$ cat src/rtl/reorder_buffer_if.sv
// Reorder buffer handshake bundle: allocation from the renamer,
// completion from the functional units, commit and free-list return.
interface reorder_buffer_if #(
    parameter int ROB_DEPTH    = 16,
    parameter int PRN_BITS     = 6,
    parameter int FU_COUNT     = 4,
    parameter int MAX_OPERANDS = 3
);
    localparam int TAG_BITS = $clog2(ROB_DEPTH);

    logic                                   alloc_valid;
    logic [MAX_OPERANDS-1:0]                alloc_old_valid;
    logic [MAX_OPERANDS-1:0][PRN_BITS-1:0]  alloc_old_prn;
    logic                                   alloc_ready;
    logic [TAG_BITS-1:0]                    alloc_tag;
    logic [FU_COUNT-1:0]                    complete_valid;
    logic [FU_COUNT-1:0][TAG_BITS-1:0]      complete_tag;
    logic                                   commit_valid;
    logic [TAG_BITS-1:0]                    commit_tag;
    logic [MAX_OPERANDS-1:0]                free_valid;
    logic [MAX_OPERANDS-1:0][PRN_BITS-1:0]  free_prns;
    logic [TAG_BITS:0]                      count;

    modport master (
        output alloc_valid, alloc_old_valid, alloc_old_prn,
        output complete_valid, complete_tag,
        input  alloc_ready, alloc_tag, commit_valid, commit_tag,
        input  free_valid, free_prns, count
    );

    modport slave (
        input  alloc_valid, alloc_old_valid, alloc_old_prn,
        input  complete_valid, complete_tag,
        output alloc_ready, alloc_tag, commit_valid, commit_tag,
        output free_valid, free_prns, count
    );
endinterface

$ cat src/rtl/reorder_buffer.sv
// In-order retirement buffer returning superseded PRNs to the free list.
// Optional macro ROB_PERF_COUNT_EN adds a 32-bit perf_commits counter.
module reorder_buffer #(
    parameter int ROB_DEPTH    = 16,
    parameter int PRN_BITS     = 6,
    parameter int FU_COUNT     = 4,
    parameter int MAX_OPERANDS = 3
) (
    input  logic              clk,
    input  logic              rst,
    reorder_buffer_if.slave   bus
`ifdef ROB_PERF_COUNT_EN
    ,
    output logic [31:0]       perf_commits
`endif
);
    localparam int TAG_BITS = $clog2(ROB_DEPTH);
    localparam logic [TAG_BITS:0] DEPTH_C = (TAG_BITS+1)'(ROB_DEPTH);

    logic [ROB_DEPTH-1:0]                   valid_q;
    logic [ROB_DEPTH-1:0]                   done_q;
    logic [MAX_OPERANDS-1:0]                old_valid_q [ROB_DEPTH];
    logic [MAX_OPERANDS-1:0][PRN_BITS-1:0]  old_prn_q   [ROB_DEPTH];
    logic [TAG_BITS-1:0]                    head_q;
    logic [TAG_BITS-1:0]                    tail_q;
    logic [TAG_BITS:0]                      count_q;
    logic                                   alloc_fire;
    logic                                   commit;

    assign bus.alloc_ready  = (count_q < DEPTH_C);
    assign bus.alloc_tag    = tail_q;
    assign bus.count        = count_q;
    assign alloc_fire       = bus.alloc_valid && bus.alloc_ready;
    assign commit           = valid_q[head_q] && done_q[head_q];
    assign bus.commit_valid = commit;
    assign bus.commit_tag   = head_q;
    assign bus.free_valid   = {MAX_OPERANDS{commit}} & old_valid_q[head_q];
    assign bus.free_prns    = old_prn_q[head_q];

    // Entry status and pointers; commit clears after completions so a late
    // completion to the retiring head cannot leave a stale done bit.
    always_ff @(posedge clk) begin
        if (rst) begin
            head_q  <= '0;
            tail_q  <= '0;
            count_q <= '0;
            valid_q <= '0;
            done_q  <= '0;
            for (int i = 0; i < ROB_DEPTH; i++) begin
                old_valid_q[i] <= '0;
            end
        end else begin
            for (int f = 0; f < FU_COUNT; f++) begin
                if (bus.complete_valid[f] && valid_q[bus.complete_tag[f]]) begin
                    done_q[bus.complete_tag[f]] <= 1'b1;
                end
            end
            if (commit) begin
                valid_q[head_q] <= 1'b0;
                done_q[head_q]  <= 1'b0;
                head_q          <= head_q + 1'b1;
            end
            if (alloc_fire) begin
                valid_q[tail_q]     <= 1'b1;
                done_q[tail_q]      <= 1'b0;
                old_valid_q[tail_q] <= bus.alloc_old_valid;
                tail_q              <= tail_q + 1'b1;
            end
            unique case ({alloc_fire, commit})
                2'b10:   count_q <= count_q + 1'b1;
                2'b01:   count_q <= count_q - 1'b1;
                default: count_q <= count_q;
            endcase
        end
    end

    // PRN payload only matters while old_valid is set, so it needs no reset.
    always_ff @(posedge clk) begin
        if (alloc_fire) begin
            old_prn_q[tail_q] <= bus.alloc_old_prn;
        end
    end

`ifdef ROB_PERF_COUNT_EN
    // Free-running retirement counter, wraps naturally at 2^32.
    always_ff @(posedge clk) begin
        if (rst) begin
            perf_commits <= '0;
        end else if (commit) begin
            perf_commits <= perf_commits + 32'd1;
        end
    end
`endif
endmodule

$ cat src/flat_wrapper.sv
// flat-port wrapper written by rule: the top's interface ports become plain ports
module reorder_buffer_flat 
#(
    parameter int ROB_DEPTH    = 16,
    parameter int PRN_BITS     = 6,
    parameter int FU_COUNT     = 4,
    parameter int MAX_OPERANDS = 3
)
  (clk, rst, bus_alloc_valid, bus_alloc_old_valid, bus_alloc_old_prn, bus_complete_valid, bus_complete_tag, bus_alloc_ready, bus_alloc_tag, bus_commit_valid, bus_commit_tag, bus_free_valid, bus_free_prns, bus_count);
  reorder_buffer_if #(.ROB_DEPTH(ROB_DEPTH), .PRN_BITS(PRN_BITS), .FU_COUNT(FU_COUNT), .MAX_OPERANDS(MAX_OPERANDS)) bus_i ();
  input  logic clk;
  input  logic rst;
  input wire logic [$bits(bus_i.alloc_valid)-1:0] bus_alloc_valid;
  input wire logic [$bits(bus_i.alloc_old_valid)-1:0] bus_alloc_old_valid;
  input wire logic [$bits(bus_i.alloc_old_prn)-1:0] bus_alloc_old_prn;
  input wire logic [$bits(bus_i.complete_valid)-1:0] bus_complete_valid;
  input wire logic [$bits(bus_i.complete_tag)-1:0] bus_complete_tag;
  output wire logic [$bits(bus_i.alloc_ready)-1:0] bus_alloc_ready;
  output wire logic [$bits(bus_i.alloc_tag)-1:0] bus_alloc_tag;
  output wire logic [$bits(bus_i.commit_valid)-1:0] bus_commit_valid;
  output wire logic [$bits(bus_i.commit_tag)-1:0] bus_commit_tag;
  output wire logic [$bits(bus_i.free_valid)-1:0] bus_free_valid;
  output wire logic [$bits(bus_i.free_prns)-1:0] bus_free_prns;
  output wire logic [$bits(bus_i.count)-1:0] bus_count;
  assign bus_i.alloc_valid = bus_alloc_valid;
  assign bus_i.alloc_old_valid = bus_alloc_old_valid;
  assign bus_i.alloc_old_prn = bus_alloc_old_prn;
  assign bus_i.complete_valid = bus_complete_valid;
  assign bus_i.complete_tag = bus_complete_tag;
  assign bus_alloc_ready = bus_i.alloc_ready;
  assign bus_alloc_tag = bus_i.alloc_tag;
  assign bus_commit_valid = bus_i.commit_valid;
  assign bus_commit_tag = bus_i.commit_tag;
  assign bus_free_valid = bus_i.free_valid;
  assign bus_free_prns = bus_i.free_prns;
  assign bus_count = bus_i.count;
  reorder_buffer #(.ROB_DEPTH(ROB_DEPTH), .PRN_BITS(PRN_BITS), .FU_COUNT(FU_COUNT), .MAX_OPERANDS(MAX_OPERANDS)) u_core (.clk(clk), .rst(rst), .bus(bus_i));
endmodule
$ cat config.mk
export PLATFORM = sky130hd
export DESIGN_NAME = reorder_buffer_flat
export DESIGN_NICKNAME = d
export VERILOG_FILES = /design/src/rtl/reorder_buffer_if.sv /design/src/rtl/reorder_buffer.sv /design/src/flat_wrapper.sv
export SDC_FILE = /design/constraint.sdc
export NUM_CORES = 1
export LEC_CHECK = 0
export ABC_CLOCK_PERIOD_IN_PS = 5200
export CAP_MARGIN = 20
export CORE_AREA = 5 5 171 173
export DETAILED_ROUTE_END_ITERATION = 8
export DIE_AREA = 0 0 176 178
export HOLD_SLACK_MARGIN = 0.06
export PLACE_DENSITY = 0.83
export SYNTH_ARGS = -nofsm -noshare
export SYNTH_HDL_FRONTEND = slang
export SYNTH_SLANG_ARGS = --single-unit
$ cat constraint.sdc
create_clock -name clk -period 5.2 [get_ports clk]
set_clock_uncertainty 0.05 [all_clocks]
set_input_delay 1.04 -clock clk [delete_from_list [all_inputs] [get_ports clk]]
set_output_delay 1.04 -clock clk [all_outputs]
set_load 0.05 [all_outputs]
**Yosys cells after proc, flatten, opt, wreduce, memory -nomap -nowiden**

Memories as Yosys holds them, arrays and structs flattened. A register that Yosys moved wholly into a read port is not among the register bits.
Index checks and enable logic that the tools add are counted.

- Bits in writable memories: 336
- Output and inout port bits: 36
- Bits of input ports: 44
- Memories: 2
- Word-level logic and storage cells: 103
- Register bits: 45

Memories:

| name | depth | width | rd ports | clocked after memory_dff | write ports | RTL line | text |
|---|---|---|---|---|---|---|---|
| u_core.old_prn_q | 16 | 18 | 1 | 1 | 1 | reorder_buffer.sv:23 | `logic [MAX_OPERANDS-1:0][PRN_BITS-1:0] old_prn_q [ROB_DEPTH];` |
| u_core.old_valid_q | 16 | 3 | 1 | 1 | 16 | reorder_buffer.sv:22 | `logic [MAX_OPERANDS-1:0] old_valid_q [ROB_DEPTH];` |

- $add $sub $neg: 4
- Equal/unequal tests: 2
- Reductions and logical operators: 14
- Muxes and demuxes: 52
- Bitwise gates (word level): 11
- $lt $le $gt $ge: 13

Operator list:

| operator | count |
|---|---|
| 2-to-1 mux 16 bit | 14 |
| OR 16 bit | 5 |
| bitwise AND 16 bit | 3 |
| inverter 16 bit | 2 |
| < comparator 4 x 5 -> 1 bit, second input constant | 6 |
| binary-select mux 1 bit (select 4 bit) | 6 |
| demux 1 bit (select 4 bit) | 6 |
| greater-or-equal comparator 4 x 1 -> 1 bit, second input constant | 6 |
| 2-to-1 mux 4 bit | 5 |
| 2-to-1 mux 1 bit | 19 |
| logical AND 1 bit | 12 |
| case mux 5 bit (2 select lines) | 1 |
| adder 4 x 1 -> 4 bit, second input constant | 2 |
| adder 5 x 1 -> 5 bit, second input constant | 1 |
| < comparator 5 bit, second input constant | 1 |
| subtractor 5 x 1 -> 5 bit, second input constant | 1 |
| bitwise AND 3 bit | 1 |
| 2-to-1 mux 3 bit | 1 |
| OR reduction 3 bit | 1 |
| == test 2 x 1 -> 1 bit, second input constant | 1 |
| == test 2 bit, second input constant | 1 |
| nonzero test 2 bit | 1 |

**Longest topological paths before layout**

- Word-level depth: 21
- Gate-level depth with buffers: 12
- Mapped depth without buffers: 11

**Worst setup path after synthesis**

OpenSTA, ideal clock, no wires.

- Path type: reg2out
- From: reg u_core.head_q[3] (netlist: u_core.bus.commit_tag[3])
- To: out bus_free_valid[0]
- Buffers on the path: 1
- Arrival: 2,654 ps
- Data required time: 4,110 ps
- Setup slack: 1,456 ps
- Stages on the path, launching flop included: 7
- Path through: dfxtp_1 buf_6 inv_6 mux4_2 o2bb2ai_1 nor3_4 and2_1

- Cells in the longest elaborated chain, start to end: 4
- Elaborated cells between the ends (all ways): 6
- Those cells by class: mux (4); bitwise (1); reduce/logical (1)

RTL lines:

| what | RTL line | text |
|---|---|---|
| from (decl) | reorder_buffer.sv:24 | `logic [TAG_BITS-1:0] head_q;` |
| from (signal assigned) | reorder_buffer.sv:61 | `head_q <= head_q + 1'b1;` |
| binary-select mux 1 bit (select 4 bit) | reorder_buffer.sv:34 | `assign commit = valid_q[head_q] && done_q[head_q];` |
| 2-to-1 mux 1 bit (not written as such) | reorder_buffer.sv:34 |  |
| logical AND 1 bit (*) | reorder_buffer.sv:34 |  |
| via bus_commit_valid | flat_wrapper.sv:20 | `output wire logic [$bits(bus_i.commit_valid)-1:0] bus_commit_valid;` |
| bitwise AND 3 bit (*) | reorder_buffer.sv:37 | `assign bus.free_valid = {MAX_OPERANDS{commit}} & old_valid_q[head_q];` |
| to (decl) | flat_wrapper.sv:22 | `output wire logic [$bits(bus_i.free_valid)-1:0] bus_free_valid;` |

Mark *: on every way through the listed nets, which the timed path passes. The rest lies on a longest branch. The select of a mux whose other input is x is not followed.

**Worst setup path after layout**

- From: reg u_core.head_q[1] (netlist: u_core.bus.commit_tag[1])
- To: out bus_free_valid[2]

- Cells in the longest elaborated chain, start to end: 4
- Elaborated cells between the ends (all ways): 6
- Those cells by class: mux (4); bitwise (1); reduce/logical (1)

RTL lines:

| what | RTL line |
|---|---|
| binary-select mux 1 bit (select 4 bit) | reorder_buffer.sv:34 |
| 2-to-1 mux 1 bit (not written as such) | reorder_buffer.sv:34 |
| logical AND 1 bit (*) | reorder_buffer.sv:34 |
| bitwise AND 3 bit (*) | reorder_buffer.sv:37 |

Every way passes the cells marked *; elsewhere a longest branch is shown, timed or not. The select of a mux whose other input is x is not followed.

==> reports/metrics.csv <==
metric;value;unit
ant_nets;0;
grt_pass1_wl;60.3;mm
place_hpwl;24.3;mm
yosys-top-cells-area;edfxtp_1 62%, mux4_2 15%, dfxtp_1 6.0%, and2_1 2.3%, nor2_1 1.3%;
numClockSinks;385;
via_per_inst;6.75;
syn_to_final_growth;15.5;%
avgSynthCellArea;17.2;sq um
rows;61;
cap_violations;0;
power;6940;uW
port_buffers;79;
status;completed;
via_count;9562;
dieWidth;176;um
die_h;178;um
syn-num-nets;1003;
worstRegToRegCells;11;
gp_congestion;0.977;
min_period;4.66;ns
die-area;0.0313;sq mm
nNetsFinal;1097;
synth_cell_types;64;
grt_pass1_vias;9706;
drive_gt1_frac;0.216;
worstSetupEndpoint;bus_free_valid[2];
postSynthCellCount;946;
yosys_most_used_dff;edfxtp_1;
num_io_pins;80;
setup_viol;0;
start_util;0.593;
grt_max_degree;60;
ir_drop;0.216;mV
gr-total-overflow;0;
end_kind;output port;
preCtsSetupSlack;1.15;ns
h-tree-depth;2;
yosysWarnings;0;
arrival;3.57;ns
yosys.area.top_type;edfxtp_1;
worst_slew_pin_slew;1.00;ns
yosysTopAreaCellShare;0.619;
reg2reg_slack;1.48;ns
clkTransAtPathRegs;0.06;ns
crit_required;4.11;ns
slew_headroom;0.331;
cts_tree;done;
fmax;214;MHz
drtIter0Drc;1228;
rsz0062_at_grt;no;
clk_latency;0.54;ns
antenna_found_initial;1;
layout_setup_ws;0.537;ns
synth_edf_count;336;
synthesis.area;0.0163;sq mm
hold_viol;0;
drc;0;
postCtsSetupBuffers;0;
worstHoldStart;u_core.bus.count[4];
path_max_fanout;20;
clockRootBuffer;clkbuf_16;
leakage;0.00608;uW
wirelength;40.1;mm
start_kind;register;
min-delay-path-class;register to register;
diodes;0;
hold_buffers;0;
grt_use_total;0.259;
finalCritPeriodShare;0.897;
power.density;369;mW/mm^2
slew_viol_final;0;
ys_seq_area_frac;0.679;
path_class;register to output port;
coreArea;0.0275;sq mm
ctsResizeCount;0;
synthArstFlopShare;0;
post_drt_wl_per_cell;28.3;um
rr_startpoint;u_core.bus.commit_tag[1];
critPathLaunch;u_core.bus.commit_tag[1];
r2r-end;u_core.bus.count[4];
setup_tns;0;ns
synth_seq_cells;385;
drt_pass1_iterations;5;
cts_buffers;39;
clockBufferDepth;3;
through the flow:
| step | util | instance area (sq um) | cells | hold WS, ns |
|---|---|---|---|---|
| finish | 0.685 | 18800 | 1416 | 0.478 |
| global placement | 0.639 | 17600 | 1345 | 0.450 |
| CTS | 0.685 | 18800 | 1416 | 0.487 |
| detailed placement | 0.639 | 17600 | 1345 | 0.471 |
| floorplan | - | 16300 | 946 | 0.440 |
| global route | 0.685 | 18800 | 1416 | 0.521 |
area by class of cell:
cell class              count  area (sq um)
inverters                  16          65.1
multi-input cells         496          5000
clock inverters            20           230
clock buffers              51          1040
flip-flops and latches    385         11100
repair buffers            102           976
fillers                  1728          8650
well taps                 346           433
worst max-delay path: stages, from the launching register on:
cell,delay [ns]
dfxtp_1,0.71
inv_1,0.28
mux4_2,0.42
o2bb2ai_1,0.21
nor3_4,0.42
and2_1,0.19
clkdlybuf4s50_1,0.80
routing by layer:
layer	vias to the layer above	GRT usage	wire [um]	share of wire
met3	87	0.0449	3950	0.099
met2	620	0.442	20200	0.50
met5	-	0	20	0.00050
met1	4858	0.354	14900	0.37
met4	2	0.0660	956	0.024
li1	3995	-	-	-
kinds of logic (layout without fill, tap and decap cells):
logic type | Yosys count | count (layout) | synth area share
AO/OA/AOI/OAI | 95 | 95 | 0.0438
XOR/XNOR | 8 | 8 | 0.00430
adder cells (fa/ha/maj) | 13 | 13 | 0.0104
buffers and inverters | 65 | 189 | 0.0166
flip-flops | 385 | 385 | 0.679
multiplexers | 123 | 123 | 0.162
AND/OR/NAND/NOR | 257 | 257 | 0.0841
sequential cells by signal, summed over array words and instances, names as in the netlist, named ones only:
name                   flops
u_core.valid_q            16
u_core.bus.count           5
u_core.done_q             16
u_core.old_prn_q         288
u_core.bus.commit_tag      4
u_core.old_valid_q        48
u_core.bus.alloc_tag       4
synthesized netlist by cell type (all sizes together), types with 2 or more instances:
cell / instances
o211ai: 3
a311oi: 5
a2111oi: 3
mux4: 112
ha: 12
inv: 15
nand3b: 4
o2111a: 2
a41oi: 3
a31oi: 5
a211oi: 4
nor4: 4
nor3: 17
o31a: 2
o32ai: 4
nor3b: 7
xnor2: 4
nand2b: 7
nand2: 48
nand3: 13
and2: 59
o31ai: 2
a21oi: 13
xor2: 4
mux2i: 10
dfxtp: 49
or3: 4
clkbuf: 33
edfxtp: 336
or2: 2
nor2: 55
and3: 6
nand4: 12
a211o: 2
nor2b: 7
buf: 16
a31o: 13
and3b: 6
a21o: 2
a221oi: 4
a41o: 3
o21ai: 19
how the worst min path moves through the flow:
| stage | end | slack, ns | cells past startpoint |
|---|---|---|---|
| 2_1_floorplan | u_core.valid_q[13] | 0.44 | 1 |
| 3_5_place_dp | u_core.bus.count[4] | 0.47 | 2 |
| 6_report | u_core.bus.count[4] | 0.48 | 2 |
| 4_1_cts | u_core.bus.count[4] | 0.49 | 2 |
| 5_1_grt | u_core.bus.alloc_tag[1] | 0.52 | 2 |
| 3_3_place_gp | u_core.bus.count[4] | 0.45 | 2 |
power by group:
group	switching, uW	total [uW]	internal [uW]
combinational	396	676	280
clock	1210	2800	1590
sequential	50.1	3470	3420
total	1650	6940	5290
cell usage in the layout, fill, tap and decap left out, types with 10 or more instances in the layout:
master	instances
a21oi_1	13
a31o_2	12
and2_1	59
buf_4	22
clkbuf_1	10
clkbuf_16	39
clkdlybuf4s50_1	79
dfxtp_1	46
edfxtp_1	336
ha_1	12
inv_1	14
mux2i_1	10
mux4_2	112
nand2_1	47
nand3_1	13
nand4_1	12
nor2_1	40
nor2_2	15
nor3_1	16
o21ai_0	19
(Power assumes the default switching activity.)
